### src/rtl/seven_seg_monitor.sv
// ---------------------------------------------------------------------------
// seven_seg_monitor
//
// Receive side of a 4-digit multiplexed 7-segment display bus. The digit
// enables and the shared segment bus are registered, must hold steady for
// SETTLE sampled cycles, and are then decoded back to a hex nibble that is
// latched for the enabled digit. A small tracker checks that digits arrive
// in the order 1,2,3,4 and reports a completed frame; protocol problems
// (multiple enables, out-of-order digit, illegal glyph) raise an error pulse
// and bump a saturating error counter.
//
// Ports
//   CLK      in   1   clock, everything on the rising edge
//   RST      in   1   synchronous active-high reset
//   D1..D4   in   1   digit enables, active-high
//   SEG      in   7   segment bus, SEG[0]=a .. SEG[6]=g
//   VAL      out  16  latched nibbles, VAL[3:0]=digit1 .. VAL[15:12]=digit4
//   VALID    out  4   per digit: last capture was a legal hex glyph
//   FRAME    out  1   one-cycle pulse when digit 4 completes an in-order frame
//   ERR      out  1   one-cycle pulse on any protocol error
//   ERR_CNT  out  8   error count, saturating at 255
// ---------------------------------------------------------------------------
module seven_seg_monitor #(
    parameter int unsigned SETTLE = 1
) (
    input  logic        CLK,
    input  logic        RST,
    input  logic        D1,
    input  logic        D2,
    input  logic        D3,
    input  logic        D4,
    input  logic [6:0]  SEG,
    output logic [15:0] VAL,
    output logic [3:0]  VALID,
    output logic        FRAME,
    output logic        ERR,
    output logic [7:0]  ERR_CNT
);

    localparam logic [3:0] SETTLE_C = 4'(SETTLE);

    typedef enum logic [1:0] {
        EXP_D1 = 2'd0,
        EXP_D2 = 2'd1,
        EXP_D3 = 2'd2,
        EXP_D4 = 2'd3
    } exp_state_t;

    // Returns {legal, nibble}; unknown patterns decode to nibble 0, illegal.
    function automatic logic [4:0] seg_decode(input logic [6:0] seg);
        logic [4:0] r;
        case (seg)
            7'h3F:   r = {1'b1, 4'h0};
            7'h06:   r = {1'b1, 4'h1};
            7'h5B:   r = {1'b1, 4'h2};
            7'h4F:   r = {1'b1, 4'h3};
            7'h66:   r = {1'b1, 4'h4};
            7'h6D:   r = {1'b1, 4'h5};
            7'h7D:   r = {1'b1, 4'h6};
            7'h07:   r = {1'b1, 4'h7};
            7'h7F:   r = {1'b1, 4'h8};
            7'h6F:   r = {1'b1, 4'h9};
            7'h77:   r = {1'b1, 4'hA};
            7'h7C:   r = {1'b1, 4'hB};
            7'h39:   r = {1'b1, 4'hC};
            7'h5E:   r = {1'b1, 4'hD};
            7'h79:   r = {1'b1, 4'hE};
            7'h71:   r = {1'b1, 4'hF};
            default: r = {1'b0, 4'h0};
        endcase
        return r;
    endfunction

    logic [10:0] s_q, s_d;
    logic [3:0]  cnt_q, cnt_d;
    logic        captured_q, captured_d;
    logic [15:0] val_q, val_d;
    logic [3:0]  valid_q, valid_d;
    logic        frame_q, frame_d;
    logic        err_q, err_d;
    logic [7:0]  err_cnt_q, err_cnt_d;
    exp_state_t  exp_q, exp_d;

    logic [3:0]  en;
    logic        is_blank, is_onehot, is_multi;
    logic        qualify, cap, multi_err, seq_err;
    logic [1:0]  idx;
    logic [4:0]  dec;

    always_ff @(posedge CLK) begin
        if (RST) begin
            s_q        <= '0;
            cnt_q      <= '0;
            captured_q <= 1'b0;
            val_q      <= '0;
            valid_q    <= '0;
            frame_q    <= 1'b0;
            err_q      <= 1'b0;
            err_cnt_q  <= '0;
            exp_q      <= EXP_D1;
        end else begin
            s_q        <= s_d;
            cnt_q      <= cnt_d;
            captured_q <= captured_d;
            val_q      <= val_d;
            valid_q    <= valid_d;
            frame_q    <= frame_d;
            err_q      <= err_d;
            err_cnt_q  <= err_cnt_d;
            exp_q      <= exp_d;
        end
    end

    always_comb begin
        s_d        = {D4, D3, D2, D1, SEG};
        cnt_d      = cnt_q;
        captured_d = captured_q;
        val_d      = val_q;
        valid_d    = valid_q;
        frame_d    = 1'b0;
        seq_err    = 1'b0;
        exp_d      = exp_q;
        idx        = 2'd0;

        // Classify the held enables; decisions act on the registered sample.
        en        = s_q[10:7];
        is_blank  = (en == 4'b0000);
        is_onehot = !is_blank && ((en & (en - 4'd1)) == 4'b0000);
        is_multi  = !is_blank && !is_onehot;
        dec       = seg_decode(s_q[6:0]);

        case (en)
            4'b0010: idx = 2'd1;
            4'b0100: idx = 2'd2;
            4'b1000: idx = 2'd3;
            default: idx = 2'd0;
        endcase

        // One qualification per stable period; captured_q blocks repeats.
        qualify   = (cnt_q == SETTLE_C) && !captured_q;
        cap       = qualify && is_onehot;
        multi_err = qualify && is_multi;

        // A changed sample starts a new stable period and overrides any
        // capture flag set on the same edge.
        if (s_d != s_q) begin
            cnt_d      = 4'd1;
            captured_d = 1'b0;
        end else begin
            if (cnt_q < SETTLE_C) cnt_d = cnt_q + 4'd1;
            if (qualify && !is_blank) captured_d = 1'b1;
        end

        if (cap) begin
            val_d[{idx, 2'b00} +: 4] = dec[3:0];
            valid_d[idx]             = dec[4];

            if (idx == exp_q) begin
                case (exp_q)
                    EXP_D1: exp_d = EXP_D2;
                    EXP_D2: exp_d = EXP_D3;
                    EXP_D3: exp_d = EXP_D4;
                    default: begin
                        exp_d   = EXP_D1;
                        frame_d = 1'b1;
                    end
                endcase
            end else begin
                // A stray digit 1 is treated as the start of a new frame.
                seq_err = 1'b1;
                exp_d   = (idx == 2'd0) ? EXP_D2 : EXP_D1;
            end
        end

        // All error sources merge into a single pulse and a single increment.
        err_d     = multi_err || seq_err || (cap && !dec[4]);
        err_cnt_d = (err_d && (err_cnt_q != 8'hFF)) ? err_cnt_q + 8'd1 : err_cnt_q;
    end

    assign VAL     = val_q;
    assign VALID   = valid_q;
    assign FRAME   = frame_q;
    assign ERR     = err_q;
    assign ERR_CNT = err_cnt_q;

endmodule

### config.mk
export PLATFORM = sky130hd
export DESIGN_NAME = seven_seg_monitor
export DESIGN_NICKNAME = d
export VERILOG_FILES = /design/src/rtl/seven_seg_monitor.sv
export SDC_FILE = /design/constraint.sdc
export NUM_CORES = 1
export LEC_CHECK = 0
export ABC_AREA = 0
export CAP_MARGIN = 20
export CORE_MARGIN = 1
export CORE_UTILIZATION = 40
export DETAILED_ROUTE_END_ITERATION = 8
export PLACE_DENSITY = 0.65
export SLEW_MARGIN = 20
export SYNTH_ARGS = -nofsm -noshare
export SYNTH_HDL_FRONTEND = slang
export SYNTH_SLANG_ARGS = --single-unit
### constraint.sdc
create_clock -name CLK -period 2.9 [get_ports CLK]
set_clock_uncertainty 0.15 [all_clocks]
set_input_delay 0.725 -clock CLK [delete_from_list [all_inputs] [get_ports CLK]]
set_output_delay 0.725 -clock CLK [all_outputs]
set_load 0.01 [all_outputs]
==> metrics <==
commonest non-fill, non-tap cells in the layout dfxtp_1, clkdlybuf4s50_1, nand2_1, a21oi_1, nor2_1; # fillers 639; Final Instance Area 3190 sq um; Global Route met2 Usage 0.259; Placed Cells 419; Final Max Slew Viols 0; CTS tree done; synth-to-layout area growth 18.8%; R2R setup slack 0.31 ns; Port Buffers 42; Slowest cell on crit path dfxtp_1; Syn Area/Cell 8.43 sq um; CP endpoint kind flip-flop; vias 2328; Post-synth EDFFs 0; Hold EP VAL[14]; DP Wirelength 4.18 mm; ys async rst share 0; Crit Path Max Fanout 12; vias per std cell 5.46; share of layout cells above drive strength 1 0.0573; commonest non-fill, non-tap cell in the layout dfxtp_1; Synth Warn # 0; Peak VDD IR 0.226 mV; Slew HR 0.576; die area 7040 sq um; hold depth 2; antenna-violating nets left 0; Worst-path clk slew 0.09 ns; Setup TNS 0 ns; startpoint types flip-flop; #FFs+latches synth 48; status complete, but fails checks; initial antenna violation count 0; IO Count 43; Worst-Margin Slew 0.630 ns; FF-to-FF End ERR_CNT[3]; Worst Path Buf+Inv 0; drt wl/cell 13.0 um; Pre-antenna DRT Iters 6; dominant synthesized flop cell dfxtp_1; clock tree buffer depth 2; Pwr Total 1.35 mW; minimum clock period 2.59 ns; die width 83.9 um; Tot GR Track Use 0.165; GRT Residual Overflow 0; cell area after placement 3090 sq um; Worst path top cell family by delay simple AND/OR/NAND/NOR gates; maxcap violations 0; nets 375; max incr delay on CP 0.51 ns; GP Congestion 0.803; Num CTS Buffers 5; met1 usage 0.220; cell row count 29; met3 Usage GRT 0.0326; pin count of the biggest net entering global routing 23; Hold Fails Final Rpt 0; Final setup violation count 0; # diodes 0; clock latency at the later pin of the worst-skew pair 0.30 ns; first-pass GRT wire length 9.47 mm; number of global-route vias before repair 2045; P per Cell Area 422 nW/um^2; busiest grt layer met2; clk root buf clkbuf_8; Worst Hold Launch VAL[14]; Die H 83.9 um; core box area 6420 sq um; RSZ-0062 raised after global routing no; cell area after synthesis 2680 sq um; register area share after synthesis 0.358; DRT iter0 DRCs 88; WP data arrival 2.64 ns; # DRC 6; cts hold-fix bufs 0; failing checks design-rule violations; Fmax 385 MHz; syn_nets 344; CTS sink cnt 48; leakage 1.09 nW; htree depth 2; drt total wl 5.52 mm; r2r startpoint s_q[0]; post-synth cell types 54; post-CTS resize count 0; effective utilization at floorplan 0.417; crit path cell chain or2b_1, nor4b_1, a211oi_2, a31oi_2, nor3_2, mux2_4; Hold Path Class flip-flop to flip-flop; cells after synthesis 318; R2R cell count 6; Setup Fix Bufs, Post-CTS 0; Req. time, crit path 2.95 ns; period utilization 0.895; critical path class flip-flop to flip-flop; Finished Layout Cells 426
-- metrics by stage --
step	hold slack [ns]	util	worst slack, ns
finish	0.303	0.496	0.305
global route	0.325	0.496	0.170
floorplan	0.315	-	0.556
detailed placement	0.297	0.481	0.317
global placement	0.290	0.481	0.381
CTS	0.309	0.496	0.298
-- registers in the layout (all words and copies together), names as in the netlist --
signal	count
VAL	16
s_q	11
ERR_CNT	8
VALID	4
cnt_q	4
exp_q	2
ERR	1
FRAME	1
captured_q	1
-- layout make-up --
class                   instances  area (sq um)  area share
inverters                      11          48.8      0.0153
flip-flops and latches         48           961       0.302
clock buffers                   7          96.3      0.0302
multi-input cells             236          1530       0.479
repair buffers                 47           458       0.144
well taps                      77          96.3      0.0302
-- worst reg2reg max path, cell delays in order (launching register included) --
cell and delay (ns):
dfxtp_1 0.51, or2b_1 0.29, nor4b_1 0.51, a211oi_2 0.12, a31oi_2 0.47, nor3_2 0.12
mux2_4 0.31
-- cell families after synthesis --
| kind of cell | synth area share |
|---|---|
| xor gates and xnor gates | 0.0551 |
| adders and majority gates | 0.0644 |
| AOI/OAI and AO/OA | 0.163 |
| DFF | 0.358 |
| muxes | 0.0131 |
| and+or+nand+nor | 0.273 |
| buffers and inverters | 0.0728 |
-- power by group --
| group | leakage [nW] | internal [mW] | switching, mW |
|---|---|---|---|
| Sequential | 0.391 | 0.676 | 0.0291 |
| Combinational | 0.651 | 0.0964 | 0.112 |
| Clock | 0.0503 | 0.213 | 0.219 |
| Total | 1.09 | 0.985 | 0.360 |
-- synth_stat cells (2+ instances only) --
cell | instances | area (sq um)
dfxtp_1 | 48 | 961
nand2_1 | 36 | 135
a21oi_1 | 32 | 160
nor2_1 | 17 | 63.8
nand4_1 | 15 | 93.8
nor2b_1 | 14 | 87.6
xnor2_1 | 14 | 123
ha_1 | 13 | 163
inv_1 | 10 | 37.5
o21ai_0 | 9 | 45.0
clkbuf_1 | 8 | 30.0
nand3_1 | 7 | 35.0
buf_2 | 6 | 30.0
and3_1 | 5 | 31.3
buf_6 | 5 | 56.3
nand2b_1 | 5 | 31.3
nor4_1 | 5 | 31.3
or3_1 | 5 | 31.3
or4_1 | 5 | 37.5
a311oi_1 | 4 | 35.0
a31oi_1 | 4 | 25.0
nor3_1 | 4 | 20.0
buf_4 | 3 | 22.5
nor4b_1 | 3 | 26.3
o211ai_1 | 3 | 22.5
a2111oi_0 | 2 | 17.5
and2_1 | 2 | 12.5
mux2i_1 | 2 | 20.0
nand3b_1 | 2 | 15.0
o21bai_1 | 2 | 15.0
o22ai_1 | 2 | 12.5
o31ai_1 | 2 | 15.0
or2b_1 | 2 | 15.0
or4b_1 | 2 | 20.0
-- how the worst max path moves through the flow --
stage	start	slack, ns	endpoint	depth (start not counted)
after global placement	s_q[0]	0.38	ERR_CNT[3]	6
final	s_q[0]	0.31	ERR_CNT[3]	6
after CTS	s_q[0]	0.30	ERR_CNT[3]	6
after global routing	s_q[10]	0.17	VAL[13]	6
after floorplan	s_q[10]	0.56	VAL[13]	9
after detailed placement	s_q[0]	0.32	ERR_CNT[3]	6
-- per-layer routing --
layer | vias up | wire length [um]
met3 | 5 | 166
met1 | 1081 | 2740
met2 | 41 | 2550
met5 | - | 0
li1 | 1201 | -
met4 | 0 | 61
(Power assumes the default switching activity.)
